--- src/rtl/tomasulo_pkg.sv ---
// Shared types and default latencies for the back-end issue cluster.
package tomasulo_pkg;

  // CDB source encoding, also the value driven on cdb_src
  typedef enum logic [1:0] {
    CDB_INT = 2'd0,
    CDB_LS  = 2'd1,
    CDB_MUL = 2'd2,
    CDB_DIV = 2'd3
  } cdb_src_e;

  localparam int MUL_LATENCY  = 4;
  localparam int DIV_LATENCY  = 7;
  localparam int CDB_SR_DEPTH = 8;

endpackage

--- src/rtl/rr_arb2.sv ---
// Two-requester round-robin arbiter. A lone requester always wins; on a
// tie the requester that was not granted most recently wins.
module rr_arb2 (
  input  logic       clk,
  input  logic       rst_n,
  input  logic       en,     // slot available this cycle
  input  logic [1:0] req,
  output logic [1:0] gnt
);

  // 0: req[0] won last, 1: req[1] won last
  logic rr_last;

  // grant selection; nothing granted while the shared slot is taken
  always_comb begin
    gnt = 2'b00;
    if (en) begin
      case (req)
        2'b01:   gnt = 2'b01;
        2'b10:   gnt = 2'b10;
        2'b11:   gnt = rr_last ? 2'b01 : 2'b10;
        default: gnt = 2'b00;
      endcase
    end
  end

  // fairness state moves only when someone actually wins
  always_ff @(posedge clk or negedge rst_n) begin
    if (!rst_n)    rr_last <= 1'b0;
    else if (|gnt) rr_last <= gnt[1];
  end

endmodule

--- src/rtl/cdb_slot_scheduler.sv ---
// CDB slot scheduler: books writeback slots for the fixed-latency MUL/DIV
// units at issue time and lets INT/LS use slot 0 only when it is free, so
// no two units ever drive the CDB in the same cycle.
module cdb_slot_scheduler
  import tomasulo_pkg::*;
#(
  parameter int MUL_LAT  = MUL_LATENCY,
  parameter int DIV_LAT  = DIV_LATENCY,
  parameter int SR_DEPTH = CDB_SR_DEPTH
) (
  input  logic                clk,
  input  logic                rst,        // async, active low
  input  logic                int_ready,
  input  logic                ls_ready,
  input  logic                mul_ready,
  input  logic                div_ready,
  input  logic                div_busy,
  output logic                int_issue,
  output logic                ls_issue,
  output logic                mul_issue,
  output logic                div_issue,
  output logic                cdb_valid,
  output logic [1:0]          cdb_src,
  output logic [SR_DEPTH-1:0] slot_busy
);

  // Illegal latency configurations would let bookings collide or fall off
  // the end of the register.
  generate
    if (MUL_LAT == DIV_LAT || MUL_LAT < 1 || DIV_LAT < 1 ||
        MUL_LAT >= SR_DEPTH || DIV_LAT >= SR_DEPTH) begin : g_bad_cfg
      $fatal(1, "cdb_slot_scheduler: illegal MUL_LAT/DIV_LAT/SR_DEPTH");
    end
  endgenerate

  // rsv[k]: CDB booked k cycles from now; src[k]: who booked it
  logic [SR_DEPTH-1:0]      rsv, rsv_n;
  logic [SR_DEPTH-1:0][1:0] src, src_n;
  logic [1:0]               il_gnt;

  // INT and LS share slot 0 with fair tie-breaking; also masked in reset
  rr_arb2 u_il_arb (
    .clk   (clk),
    .rst_n (rst),
    .en    (rst & ~rsv[0]),
    .req   ({ls_ready, int_ready}),
    .gnt   (il_gnt)
  );

  assign int_issue = il_gnt[0];
  assign ls_issue  = il_gnt[1];

  // MUL/DIV check the slot they will occupy once their latency elapses
  assign mul_issue = rst & mul_ready & ~rsv[MUL_LAT];
  assign div_issue = rst & div_ready & ~div_busy & ~rsv[DIV_LAT];

  // advance bookings one slot and add this cycle's MUL/DIV reservations
  always_comb begin
    rsv_n = {1'b0, rsv[SR_DEPTH-1:1]};
    src_n = '0;
    for (int k = 0; k < SR_DEPTH-1; k++) src_n[k] = src[k+1];
    if (mul_issue) begin
      rsv_n[MUL_LAT-1] = 1'b1;
      src_n[MUL_LAT-1] = CDB_MUL;
    end
    if (div_issue) begin
      rsv_n[DIV_LAT-1] = 1'b1;
      src_n[DIV_LAT-1] = CDB_DIV;
    end
  end

  // reservation register; reset drops in-flight bookings
  always_ff @(posedge clk or negedge rst) begin
    if (!rst) begin
      rsv <= '0;
      src <= '0;
    end else begin
      rsv <= rsv_n;
      src <= src_n;
    end
  end

  // CDB select: a due booking owns the bus, otherwise the INT/LS winner
  always_comb begin
    cdb_valid = rsv[0] | int_issue | ls_issue;
    cdb_src   = CDB_INT;
    if (rsv[0])        cdb_src = src[0];
    else if (ls_issue) cdb_src = CDB_LS;
  end

  assign slot_busy = rsv;

endmodule

--- config.mk ---
export PLATFORM = sky130hd
export DESIGN_NAME = cdb_slot_scheduler
export DESIGN_NICKNAME = d
export VERILOG_FILES = /design/src/rtl/tomasulo_pkg.sv /design/src/rtl/rr_arb2.sv /design/src/rtl/cdb_slot_scheduler.sv
export SDC_FILE = /design/constraint.sdc
export NUM_CORES = 1
export LEC_CHECK = 0
export CAP_MARGIN = 10
export CELL_PAD_IN_SITES_DETAIL_PLACEMENT = 1
export CELL_PAD_IN_SITES_GLOBAL_PLACEMENT = 1
export CORE_UTILIZATION = 30
export DETAILED_ROUTE_END_ITERATION = 8
export GPL_ROUTABILITY_DRIVEN = 0
export HOLD_SLACK_MARGIN = 0.08
export PLACE_DENSITY = 0.82
export SLEW_MARGIN = 10
export SYNTH_ARGS = -nofsm -noshare
export SYNTH_HDL_FRONTEND = slang
export SYNTH_SLANG_ARGS = --single-unit
--- constraint.sdc ---
create_clock -name clk -period 3 [get_ports clk]
set_input_delay 0.6 -clock clk [delete_from_list [all_inputs] [get_ports clk]]
set_output_delay 0.6 -clock clk [all_outputs]
set_load 0.02 [all_outputs]
* Word level (Yosys, flattened, before mapping)
Cells that the tools add are included.
Storage, ports and cells: register bits 22, bits of input ports 7
Operators by class: equality and inequality tests 3, mux-type cells 9, bitwise gates (word level) 10, reduce and logical (&&, ||, !) cells 1
Operators with widths (number):
- $mux 2 | 5
- $pmux 2 s3 | 1
- $and 1x1->1 | 5
- $eq 2x2->1 const B | 2
- $mux 1 | 3
- $not 1->1 | 3
- $eq 2x1->1 const B | 1
- $or 1x1->1 | 2
- $reduce_or 2->1 | 1

* Longest topological paths before layout
depth after elaboration 5, mapped depth 2

* Hierarchy
A second synthesis with hierarchy kept.
Unflattened totals: cell total of the unflattened synthesis 36, area, all modules 462.9 µm²
By module, submodules not included:
- cdb_slot_scheduler | times used 1, cells each 28, area an instance 401.6 µm², seq. area each 275.3 µm²
- rr_arb2 | times used 1, cells each 8, area an instance 61.3 µm², seq. area each 25.0 µm²

* Worst setup path after synthesis
Ideal clock, no wire load.
kind input to output, start input port ls_ready, end output port int_issue, arrival 1.443 ns, data required time 2.400 ns, path slack 0.957 ns, stages 2, path buffers 0, path through nor2b_1 > nor4b_1
Between the ends: word-level cells in the longest chain between the ends 3, elaborated cells on any way between the ends 5, classes of those cells 3 x eq/ne; 2 x mux
RTL lines:
- from (decl) | RTL line cdb_slot_scheduler.sv:14 | input logic ls_ready,
- $eq 2x2->1 / $eq 2x1->1 (equally long branches) | RTL line rr_arb2.sv:18 | case (req)
- $pmux 2 s3 (*) | RTL line rr_arb2.sv:18
- $mux 2 (*) | RTL line rr_arb2.sv:17 | if (en) begin
- to (decl) | RTL line cdb_slot_scheduler.sv:18 | output logic int_issue,
Every way passes the cells marked *; elsewhere a longest branch is shown, timed or not.

* Final worst setup path
start input port rst, end output port int_issue
Between the ends: word-level cells in the longest chain between the ends 2
RTL lines:
- from (decl) | RTL line cdb_slot_scheduler.sv:12 | input logic rst,
- $and 1x1->1 | RTL line cdb_slot_scheduler.sv:45 | .en (rst & ~rsv[0]),
- $mux 2 | RTL line rr_arb2.sv:17
Every way passes these cells.

==> impl_metrics.py <==
metrics = {
    "timing": {
        "final_period_minus_worst_setup_slack_ps": 2820,
        "rsz0062_at_grt": "false",
        "max_slew_violation_count": 0,
        "finalClockSkew_ps": 4.42,
        "fmax_ghz": 0.354,
        "period_share_pct": 94.2,
        "final.setup.tns_ps": 0,
        "finalSetupViolations": 0,
        "timing.final.hold_violations": 0,
    },
    "critical_path": {
        "timing.setup.critical_path_class": "primary input to output port",
        "worstSetupStartpoint": "rst",
        "r2r_start": "slot_busy[0]$_DFF_PN0_",
        "setup.worst_path.end_class": "output port",
        "crit_path_start_kind": "primary input",
        "arrival_ps": 2220,
        "cp_max_fo": 7,
        "cp.required_ps": 2400,
    },
    "clock_network": {
        "clk_pin_slew_worst_paths_ps": 60,
        "root_buffer_cell": "sky130_fd_sc_hd__clkbuf_4",
        "number_of_h_tree_levels": 1,
        "tritoncts.num_buffers": 3,
        "clk_latency_ps": 260,
        "worst_case_clock_buffer_depth": 2,
        "postCtsHoldBufs": 0,
        "post-cts-setup-buffers": 0,
        "number_of_cells_upsized_or_downsized_after_cts": 0,
        "numClockSinks": 12,
        "tritoncts": "done",
    },
    "yosys": {
        "synthFlopType": "sky130_fd_sc_hd__dfrtp_1",
        "synth_area_leaders": "sky130_fd_sc_hd__dfrtp_1 65%, sky130_fd_sc_hd__buf_4 15%, sky130_fd_sc_hd__nand2b_1 2.7%, sky130_fd_sc_hd__nand2_1 2.4%, sky130_fd_sc_hd__o32a_1 2.2%",
        "syn_area_per_cell_um2": 12.2,
        "main_combinational_cell_family_by_area_after_synthesis": "buffers and inverters",
        "synth.cell_area_um2": 464,
        "synth_seq_cells": 12,
        "post_synth_and_or_nand_nor_area_fraction_pct": 13.2,
        "yosys.cell_count.top_type": "sky130_fd_sc_hd__dfrtp_1",
        "yosysWarningCount": 0,
        "xor_xnor_share_of_the_synthesized_area_pct": 0,
        "synth_edf_count": 0,
        "share_of_the_synthesized_area_in_compound_gates_ao_oa_aoi_oai_pct": 5.12,
        "synth.largest_area_cell": "sky130_fd_sc_hd__dfrtp_1",
        "ys_top_cells_by_count": "12 x sky130_fd_sc_hd__dfrtp_1, 9 x sky130_fd_sc_hd__buf_4, 3 x sky130_fd_sc_hd__nand2_1, 2 x sky130_fd_sc_hd__nand2b_1, 2 x sky130_fd_sc_hd__nor2_1",
        "async_flop_share_pct": 100,
        "yosys.area_share.adder_pct": 0,
        "synth_fp_nets": 45,
        "gate_count_post_synth": 38,
        "post_synth_num_cell_types": 15,
        "synth.yosys.seq_area_share_pct": 64.7,
        "synthMuxAreaShare_pct": 0,
        "netlist.area_leader.share_pct": 64.7,
    },
    "pwr": {
        "pwr_density_cell_mw_per_mm2": 525,
        "power_leakage_nw": 0.295,
        "vdd_ir_drop_max_mv": 0.297,
    },
    "layout": {
        "multiInputGateArea_um2": 88.8,
        "sequential_cell_area_in_the_final_layout_um2": 300,
        "layout-drive-gt1-share_pct": 7.69,
        "finish.utilization_pct": 47.0,
        "finish.net_count": 61,
        "antenna_cells": 0,
        "areaGrowthSynthToFinish_pct": 38.3,
        "n_fill_cell": 160,
    },
    "routing": {
        "detail_route.vias_per_cell": 4.55,
        "route.detailed.drc": 0,
        "drt_iter0_drc": 3,
        "wl_per_cell_um": 11.2,
        "final_antenna_net_count": 0,
        "routed_wirelength_um": 750,
        "total_via_count_in_the_routed_design": 305,
        "first_drt_pass_iteration_count": 2,
    },
    "global_routing": {
        "grt_max_degree": 12,
        "global_route.usage.total_pct": 11.6,
        "grt_pass1_wl_um": 1190,
        "total_global_routing_overflow": 0,
        "grt_antenna_before_repair": 0,
        "via_count_of_the_first_global_routing_pass": 295,
    },
    "hold_path": {
        "hold_path_class": "flop to flop",
        "hold_startpoint": "src[4]$_DFF_PN0_",
    },
    "place": {
        "number_of_port_buffers": 20,
    },
    "floorplanning": {
        "placeableCoreArea_mm2": 0.00137,
        "die_area_mm2": 0.00171,
        "die_w_um": 41.3,
        "ioPinCount": 22,
        "rows": 13,
        "height_of_the_chip_um": 41.3,
        "starting_density_of_the_core_pct": 34.0,
    },
    "run_status": {
        "run_status": "completed",
    },
    "run": {
        "cap_viol_max_count": 0,
    },
}
final timing paths:
check,end,cells past startpoint,slack (ps)
setup / recovery,int_issue,4,180
hold / removal,src[2]$_DFF_PN0_,0,350
setup reg to reg,u_il_arb.rr_last$_DFFE_PN0P_,2,2040
hold reg to reg,src[2]$_DFF_PN0_,0,350
max in group asynchronous,src[10]$_DFF_PN0_,2,2050
min in group asynchronous,src[12]$_DFF_PN0_,1,560
layout by cell type (no fill, tap or decap), drive strengths merged, types with 2 or more instances in the layout:
cell type,instances
nand2,3
nand2b,2
nor2,2
clkdlybuf4s50,20
dfrtp,12
clkbuf,3
flip-flops by register name, indices dropped and copies added, names as in the netlist:
name,flops
slot_busy,4
src,7
u_il_arb.rr_last,1
routing by layer:
layer	part of all wire [%]	wire [µm]	global-route usage (%)
met5	0	0	0
met2	50	378	19.1
met3	8.5	64	3.19
met4	0	0	7.26
met1	41	308	13.1
worst max-delay path, cell delays in order:
cell	delay, ps
sky130_fd_sc_hd__clkdlybuf4s50_1	580
sky130_fd_sc_hd__inv_1	100
sky130_fd_sc_hd__nor4b_1	290
sky130_fd_sc_hd__clkdlybuf4s50_1	650
kinds of logic (layout without fill, tap and decap cells):
group	after synthesis	count (layout)
DFF	12	12
and+or+nand+nor	11	11
AOI/OAI and AO/OA	3	3
other	1	1
buffers and inverters	11	25
per-stage QoR:
step / power, mW / cell area, µm² / worst slack (ps) / hold slack (ps) / std cells
floorplan: 0.222 / 464 / 957 / 304 / 38
global placement: 0.249 / 619 / 202 / 337 / 64
detailed placement: 0.251 / 619 / 164 / 343 / 64
CTS: 0.343 / 642 / 157 / 358 / 67
global route: 0.356 / 642 / 62.4 / 363 / 67
finish: 0.337 / 642 / 175 / 355 / 67
power breakdown:
| group | internal [mW] | switching [mW] |
|---|---|---|
| clock | 0.0462 | 0.0436 |
| sequential | 0.173 | 0.00750 |
| combinational | 0.0345 | 0.0320 |
cell type report:
class                   instances  area share (%)
multi-input cells              15            13.8
repair buffers                 21            32.4
clock buffers                   3            3.51
well taps                      15            2.92
inverters                       1           0.585
flip-flops and latches         12            46.8
(Power assumes the default switching activity.)
